### src/rtl/mem_stage.sv
// -----------------------------------------------------------------------------
// mem_stage
// Memory-access stage of a five-stage RV32I pipeline. It sends load/store
// requests to the data cache, waits for the load response, builds store byte
// masks with replicated store data, flags misaligned accesses, and owns the
// MEM/WB pipeline register.
//
// Handshake rules (valid/ready):
//   * A request transfers in a cycle where dcache_req_valid and dcache_req_ready
//     are both high. While valid is high and ready is low, the request and all
//     *_MEM inputs stay stable. The stall keeps upstream from changing them.
//   * dcache_resp_valid is a single-cycle strobe. There is no back-pressure on
//     the response. A response that arrives while no load is outstanding is
//     ignored.
//
// Ports:
//   clk, reset                     clock, asynchronous active-low reset
//   valid_MEM, flush_MEM           instruction present / kill it
//   inst_MEM, pc_MEM, ALU_MEM      instruction, PC, effective address
//   rs2_MEM, WB_sel_MEM            store data, write-back select
//   stall_MEM                      instruction cannot leave MEM this cycle
//   dcache_req_*, dcache_addr/we/din   request channel to the data cache
//   dcache_resp_valid/data         load response
//   *_WB, dcache_dout_WB, misalign_WB  registered MEM/WB fields
//   state_dbg                      FSM state (0 IDLE, 1 WAIT_RESP, 2 DRAIN)
// -----------------------------------------------------------------------------
module mem_stage #(
  parameter int DATA_W = 32,
  parameter int ADDR_W = 32,
  parameter int INST_W = 32
) (
  input  logic              clk,
  input  logic              reset,
  input  logic              valid_MEM,
  input  logic              flush_MEM,
  input  logic [INST_W-1:0] inst_MEM,
  input  logic [ADDR_W-1:0] pc_MEM,
  input  logic [DATA_W-1:0] ALU_MEM,
  input  logic [DATA_W-1:0] rs2_MEM,
  input  logic [1:0]        WB_sel_MEM,
  output logic              stall_MEM,
  output logic              dcache_req_valid,
  input  logic              dcache_req_ready,
  output logic [ADDR_W-1:0] dcache_addr,
  output logic [3:0]        dcache_we,
  output logic [DATA_W-1:0] dcache_din,
  input  logic              dcache_resp_valid,
  input  logic [DATA_W-1:0] dcache_resp_data,
  output logic              valid_WB,
  output logic [INST_W-1:0] inst_WB,
  output logic [ADDR_W-1:0] pc_WB,
  output logic [DATA_W-1:0] ALU_WB,
  output logic [1:0]        WB_sel_WB,
  output logic [DATA_W-1:0] dcache_dout_WB,
  output logic              misalign_WB,
  output logic [1:0]        state_dbg
);

  typedef enum logic [1:0] {
    IDLE      = 2'd0,
    WAIT_RESP = 2'd1,
    DRAIN     = 2'd2
  } state_e;

  localparam logic [6:0] OPC_LOAD  = 7'b0000011;
  localparam logic [6:0] OPC_STORE = 7'b0100011;

  state_e              state_q, state_d;
  logic                valid_wb_q, valid_wb_d;
  logic [INST_W-1:0]   inst_wb_q, inst_wb_d;
  logic [ADDR_W-1:0]   pc_wb_q, pc_wb_d;
  logic [DATA_W-1:0]   alu_wb_q, alu_wb_d;
  logic [1:0]          wb_sel_wb_q, wb_sel_wb_d;
  logic [DATA_W-1:0]   dout_wb_q, dout_wb_d;
  logic                misalign_wb_q, misalign_wb_d;

  logic       is_load, is_store, is_mem, misaligned, mem_go;
  logic [1:0] size_sel;

  assign is_load  = (inst_MEM[6:0] == OPC_LOAD);
  assign is_store = (inst_MEM[6:0] == OPC_STORE);
  assign is_mem   = is_load | is_store;
  assign size_sel = inst_MEM[13:12];

  assign misaligned = ((size_sel == 2'b01) & ALU_MEM[0]) |
                      ((size_sel == 2'b10) & (ALU_MEM[1:0] != 2'b00));

  // An aligned, unflushed memory op is the only thing that talks to the cache.
  assign mem_go = valid_MEM & ~flush_MEM & is_mem & ~misaligned;

  assign dcache_addr = {ALU_MEM[ADDR_W-1:2], 2'b00};

  // Store byte lanes and lane-replicated data.
  always_comb begin
    dcache_we  = 4'b0000;
    dcache_din = rs2_MEM;
    case (size_sel)
      2'b00: begin
        dcache_we  = 4'b0001 << ALU_MEM[1:0];
        dcache_din = {4{rs2_MEM[7:0]}};
      end
      2'b01: begin
        dcache_we  = ALU_MEM[1] ? 4'b1100 : 4'b0011;
        dcache_din = {2{rs2_MEM[15:0]}};
      end
      default: begin
        dcache_we  = 4'b1111;
        dcache_din = rs2_MEM;
      end
    endcase
    if (!is_store) dcache_we = 4'b0000;
  end

  // Next state, request/stall generation and MEM/WB register update.
  always_comb begin
    state_d          = state_q;
    dcache_req_valid = 1'b0;
    stall_MEM        = 1'b0;
    valid_wb_d       = valid_wb_q;
    inst_wb_d        = inst_wb_q;
    pc_wb_d          = pc_wb_q;
    alu_wb_d         = alu_wb_q;
    wb_sel_wb_d      = wb_sel_wb_q;
    dout_wb_d        = dout_wb_q;
    misalign_wb_d    = misalign_wb_q;

    case (state_q)
      IDLE: begin
        if (mem_go) begin
          dcache_req_valid = 1'b1;
          // Only an accepted store leaves at once; an accepted load waits.
          stall_MEM = ~(is_store & dcache_req_ready);
          if (is_load && dcache_req_ready) state_d = WAIT_RESP;
        end
      end
      WAIT_RESP: begin
        if (dcache_resp_valid) begin
          state_d = IDLE;
        end else begin
          stall_MEM = 1'b1;
          if (flush_MEM) state_d = DRAIN;
        end
      end
      DRAIN: begin
        // The killed load's response must be swallowed before the next op.
        stall_MEM = 1'b1;
        if (dcache_resp_valid) state_d = IDLE;
      end
      default: begin
        state_d = IDLE;
      end
    endcase

    if (stall_MEM) begin
      valid_wb_d = 1'b0;
    end else begin
      valid_wb_d    = valid_MEM & ~flush_MEM;
      inst_wb_d     = inst_MEM;
      pc_wb_d       = pc_MEM;
      alu_wb_d      = ALU_MEM;
      wb_sel_wb_d   = WB_sel_MEM;
      misalign_wb_d = valid_MEM & ~flush_MEM & is_mem & misaligned;
      // Only a load completing out of WAIT_RESP carries response data.
      dout_wb_d     = (state_q == WAIT_RESP && !flush_MEM) ? dcache_resp_data : '0;
    end
  end

  always_ff @(posedge clk or negedge reset) begin
    if (!reset) begin
      state_q       <= IDLE;
      valid_wb_q    <= 1'b0;
      inst_wb_q     <= INST_W'(32'h0000_0013);
      pc_wb_q       <= '0;
      alu_wb_q      <= '0;
      wb_sel_wb_q   <= 2'b00;
      dout_wb_q     <= '0;
      misalign_wb_q <= 1'b0;
    end else begin
      state_q       <= state_d;
      valid_wb_q    <= valid_wb_d;
      inst_wb_q     <= inst_wb_d;
      pc_wb_q       <= pc_wb_d;
      alu_wb_q      <= alu_wb_d;
      wb_sel_wb_q   <= wb_sel_wb_d;
      dout_wb_q     <= dout_wb_d;
      misalign_wb_q <= misalign_wb_d;
    end
  end

  assign valid_WB       = valid_wb_q;
  assign inst_WB        = inst_wb_q;
  assign pc_WB          = pc_wb_q;
  assign ALU_WB         = alu_wb_q;
  assign WB_sel_WB      = wb_sel_wb_q;
  assign dcache_dout_WB = dout_wb_q;
  assign misalign_WB    = misalign_wb_q;
  assign state_dbg      = state_q;

endmodule
### config.mk
export PLATFORM = sky130hd
export DESIGN_NAME = mem_stage
export DESIGN_NICKNAME = d
export VERILOG_FILES = /design/src/rtl/mem_stage.sv
export SDC_FILE = /design/constraint.sdc
export NUM_CORES = 1
export LEC_CHECK = 0
export CAP_MARGIN = 0
export CORE_AREA = 3 3 143 145
export CTS_CLUSTER_SIZE = 14
export DETAILED_ROUTE_END_ITERATION = 8
export DIE_AREA = 0 0 146 148
export HOLD_SLACK_MARGIN = 0.03
export PLACE_DENSITY = 0.71
export SETUP_SLACK_MARGIN = 0.2
export SLEW_MARGIN = 20
export SYNTH_ARGS = -nofsm -noshare
export SYNTH_HDL_FRONTEND = slang
export SYNTH_SLANG_ARGS = --single-unit
### constraint.sdc
create_clock -name clk -period 3.3 [get_ports clk]
set_clock_uncertainty 0.1 [all_clocks]
set_input_delay 0.99 -clock clk [delete_from_list [all_inputs] [get_ports clk]]
set_output_delay 0.99 -clock clk [all_outputs]
set_load 0.01 [all_outputs]
==> metrics.cfg <==
[final_layout]
final_area_sq_um = 10400
area_growth_pct = 74.3
nets = 969
final_cells = 1079
antenna_cells = 0
drive_gt1_frac = 0.209
fillers = 1720

[hold_path]
holdCritPathClass = flip-flop to flip-flop
min-delay-start = dcache_dout_WB[0]

[status]
status = complete, no violations

[sta]
final_max_slew_viol_count = 0
hold_viol = 0
fin_crit_sh = 0.935
max_slew_margin = 0.537
worst_pin_slew_ps = 695
finalSetupTns_ps = 0
rsz0062_at_grt = true
setup_viol = 0
fin_crit_ps = 3090
max_freq_mhz = 324

[place]
hpwl_um = 14800
post-place-cells = 1043
globalplace.congestion = 0.772
place_area_sq_um = 9790
io_buffer_count = 369

[synthesis]
ys_ff_latch = 134
synth_edf_count = 0
ys_seq_area_frac = 0.563
async_flop_share = 1.00
syn_inst = 444
synth_area_leaders = dfrtp_1 (55%), mux2_2 (11%), mux2_1 (10%)
yosysTopAreaCell = dfrtp_1
yosysWarnings = 0
synth.top_cell.area_share = 0.549
synth_flop_cell = dfrtp_1
synth.distinct_cells = 36
avgSynthCellArea_sq_um = 13.4
synthesis.area_sq_um = 5970

[pwr]
pwr-share-comb = 0.156
p_seq_frac = 0.409
p_int_w = 0.00321
netSwitchingFraction = 0.246
ir_drop_v = 0.000314
switchingPower_w = 0.00105
total_leakage_power_nw = 4.87
powerDensity_nw_per_um2 = 409
power.share.clock = 0.435

[clock_tree]
cts_tree = yes
cts.path.max_buffers = 2
hold_buffers = 0
clkSinkCount = 134
clkTransAtPathRegs_ps = 60
cts_buffers = 17
h-tree-depth = 4
root_buffer = clkbuf_16
clk-insertion-delay-late_ps = 410

[global_routing]
grt_pass1_vias = 5077
grt_util_met2 = 0.322
grtUsageTotal = 0.177
busiest_layer = met2
antenna_found_initial = 1
grt_pass1_wl_um = 29500
use_met3 = 0.0776
grt.overflow.total = 0
met1_usage = 0.190
grt_max_degree = 80

[setup_path]
crit_type = primary input to output port
r2r_end = inst_WB[30]
reg2reg_depth = 6
r2r_start = state_dbg[0]
cp-end-kind = output port
reg2reg_slack_ps = 870
endpoint = stall_MEM
crit_arrival_ps = 2000
startpoint_type = primary input
critPathRequiredTime_ps = 2210
crit_start = inst_MEM[0]
crit_fanout = 4

[floorplanning]
dieArea_sq_um = 21600
die_h_um = 148
rows = 51
initial_core_util = 0.309
die_x_um = 146
core_sq_um = 19300
ios = 372

[route]
first_iter_violations = 113
drc = 0
wire_per_inst_um = 17.9
post_drt_via_cell_ratio = 4.45
wirelength_um = 19300
vias = 4804
ant_nets = 0
drt_pass1_iterations = 4

[flow_run]
maxCapViolCount = 0

==> how the worst min path moves through the flow <==
stage	slack (ps)	end	cells past startpoint
after detailed placement	360	dcache_dout_WB[0]	1
after floorplan	420	dcache_dout_WB[0]	1
after global routing	390	dcache_dout_WB[10]	1
after CTS	380	dcache_dout_WB[21]	1
final	370	dcache_dout_WB[0]	1
after global placement	360	dcache_dout_WB[20]	1
==> area by class of cell <==
cell class	instances	area, sq um	share of cell area
clock buffers	19	443	0.0426
clock inverters	13	138	0.0132
inverters	1	3.75	0.000361
multi-input cells	244	2230	0.215
flip-flops and latches	134	3360	0.323
well taps	265	332	0.0319
repair buffers	403	3890	0.374
==> power groups by stage <==
stage	Combinational, W	Clock, W	Sequential (W)
after floorplan	0.000165	0	0.00180
after global placement	0.000694	0	0.00177
after detailed placement	0.000696	0	0.00177
after CTS	0.000679	0.00192	0.00174
after global routing	0.000711	0.00199	0.00175
final	0.000664	0.00185	0.00174
==> state kept, by name, summed over array words and instances (netlist names) <==
signal          count
ALU_WB             32
dcache_dout_WB     32
inst_WB            32
pc_WB              32
WB_sel_WB           2
state_dbg           2
misalign_WB         1
valid_WB            1
==> synth_stat cells (all sizes together), types with 2 or more instances <==
library cell and n:
a211oi 3, a21o 32, a21oi 6, a22o 2, and3 32, buf 57, clkbuf 9, dfrtp 131
dfstp 3, mux2 111, mux2i 8, nand2 11, nand2b 5, nand3b 3, nor2 5, nor4b 2
o21ai 11
==> worst max-delay path, cell delays in order <==
cell and delay [ps]:
clkdlybuf4s15_2 210, nand4bb_4 160, nand3b_1 290, o21ai_4 210
buf_6 140
==> cells in the final DEF, fill, tap and decap left out, types with 3 or more instances in the layout <==
master           synthesis  final
mux2i_1                  8      8
clkinv_4                 0      4
clkdlybuf4s15_1          0      4
o21ai_0                 10      9
dfstp_2                  3      3
inv_6                    0      4
clkdlybuf4s50_1          0    285
a21oi_1                  6      4
clkbuf_2                 0      8
nand3b_1                 3      3
nand2_1                 11     10
mux2_2                  57     56
buf_6                    7     12
buf_2                    4     12
dfrtp_1                131    131
buf_4                   44     26
clkdlybuf4s15_2          0      4
clkbuf_16                0     17
and3_1                  32     32
a21o_1                  32     32
dlygate4sd2_1            0     38
mux2_1                  54     54
nand2b_1                 5      5
dlymetal6s2s_1           0     11
==> metrics by stage <==
| stage | hold slack (ps) | util | setup WS, ps | power, W |
|---|---|---|---|---|
| floorplan | 418 | - | 198 | 0.00197 |
| global placement | 357 | 0.506 | -659 | 0.00246 |
| detailed placement | 364 | 0.506 | -694 | 0.00247 |
| CTS | 379 | 0.536 | 178 | 0.00434 |
| global route | 391 | 0.538 | 124 | 0.00445 |
| finish | 372 | 0.538 | 214 | 0.00425 |
==> routing by layer <==
metal | wire (um) | share of wire
met1 | 7130 | 0.37
met2 | 10200 | 0.53
met3 | 1790 | 0.093
met4 | 208 | 0.011
met5 | 0 | 0
==> timing repair <==
action                                  CTS  global route
endpoints found under the setup margin  162            72
pin swaps                                11             7
resized for setup                       169            35
buffers inserted                          3             1
==> kinds of logic (layout without fill, tap and decap cells) <==
kind of cell / after synthesis / after routing / share of synthesized area
buffers and inverters: 67 / 436 / 0.0795
muxes: 119 / 119 / 0.223
DFF: 134 / 134 / 0.563
and+or+nand+nor: 63 / 63 / 0.0646
AOI/OAI and AO/OA: 60 / 60 / 0.0696
other: 1 / 2 / 0.000629
(Power assumes the default switching activity.)
==> variant (same flow settings) <==
Take the reset off `dout_wb_q` and load it in a clocked block of its own.
--- a/src/rtl/mem_stage.sv
+++ b/src/rtl/mem_stage.sv
@@ -175,3 +175,2 @@
       wb_sel_wb_q   <= 2'b00;
-      dout_wb_q     <= '0;
       misalign_wb_q <= 1'b0;
@@ -184,5 +183,8 @@
       wb_sel_wb_q   <= wb_sel_wb_d;
-      dout_wb_q     <= dout_wb_d;
       misalign_wb_q <= misalign_wb_d;
     end
+  end
+
+  always_ff @(posedge clk) begin
+    dout_wb_q <= dout_wb_d;
   end
Behaviour: differs if reset is asserted again (counterexample within 4 cycles, from zero or initial values and one cycle with reset low); with reset held inactive, the same outputs for 4 cycles.
==> variant against the unedited design <==
The run now ends with setup timing left; first-iteration DRC count is 8.8% higher; synthesized area shrank 2.3%; sequential cell count did not move; critical endpoint is now dcache_req_valid; wire length decreased by 3.3%; sequential power rose by 3%; register-to-register slack better by 0.08 ns; design area increased by 0.31%; clock power rose by 6%; final cell count down 2.5%; worst hold slack worse by 0.031 ns; total power increased by 3.9%; highest routed layer unchanged; worst setup slack got worse by 0.39 ns; combinational power rose by 0.6%.
==> variant: results <==
set metrics [dict create \
    muxShareOfSynthArea_pct 23.4 \
    drive_above_1_share_pct 17.9 \
    dp_cells 1003 \
    grt_use_met2_pct 30.4 \
    violations "setup timing" \
    rrSetupSlack_ns 0.95 \
    dr_wl_met3_um 1650 \
    grt_util_met1_pct 18.9 \
    place_area_mm2 0.00964 \
    clockPowerShare_pct 44.3 \
    switchingPower_uw 1050 \
    status "finished with violations" \
    ir_drop_v 0.000348 \
    wire_per_inst_um 17.8 \
    synth_common_cells "dfrtp_1 (99), mux2_1 (98), buf_4 (41), and2_1 (32), edfxtp_1 (32)" \
    finalNonFillerCells 1052 \
    wl_met2_um 9630 \
    synth_area_leaders "dfrtp_1 (43%), mux2_1 (19%), edfxtp_1 (16%)" \
    cp_slowest_cell "or4_4" \
    worstSetupStartpoint "flush_MEM" \
    num-fill-cells 1639 \
    cts.repair.resized 204 \
    met3_usage_pct 6.56 \
    grt_pass1_wl_um 29200 \
    finalInstanceArea_mm2 0.0104 \
    setup_tns_ns -0.842 \
    setup-violations-final 6 \
    fin_hold_ws_ns 0.341 \
    grt_pass1_vias 5111 \
    synth_edf_count 32 \
    place_congestion 0.763 \
    timing.final.ws_setup_ns -0.173 \
    max_stage_delay_ns 0.57 \
    wl_met1_um 7040 \
    grt_use_total_pct 17.2 \
]
-- variant: cell types whose count changed after synthesis, moves of 3 or more --
cell	before	now
mux2_2	57	16
and2_1	1	32
a21o_1	32	0
mux2_1	54	98
a211oi_1	3	0
and3_1	32	0
clkbuf_1	9	6
buf_4	44	41
dfrtp_1	131	99
edfxtp_1	0	32
-- variant: final cells by class --
| type | count | area share (%) |
|---|---|---|
| clock buffer | 19 | 4.35 |
| clock inverter | 13 | 1.54 |
| inverter | 2 | 0.0720 |
| multi-input combinational | 207 | 18.9 |
| sequential | 134 | 33.7 |
| tap | 265 | 3.18 |
| timing repair buffer | 412 | 38.2 |
-- variant: path summary, 6_finish.rpt --
kind                                    end  cells past startpoint
setup / recovery           dcache_req_valid                      6
hold / removal                    pc_WB[14]                      1
setup reg to reg                inst_WB[20]                      5
hold reg to reg                  ALU_WB[12]                      1
max in group asynchronous        ALU_WB[14]                      2
min in group clk                 ALU_WB[12]                      1
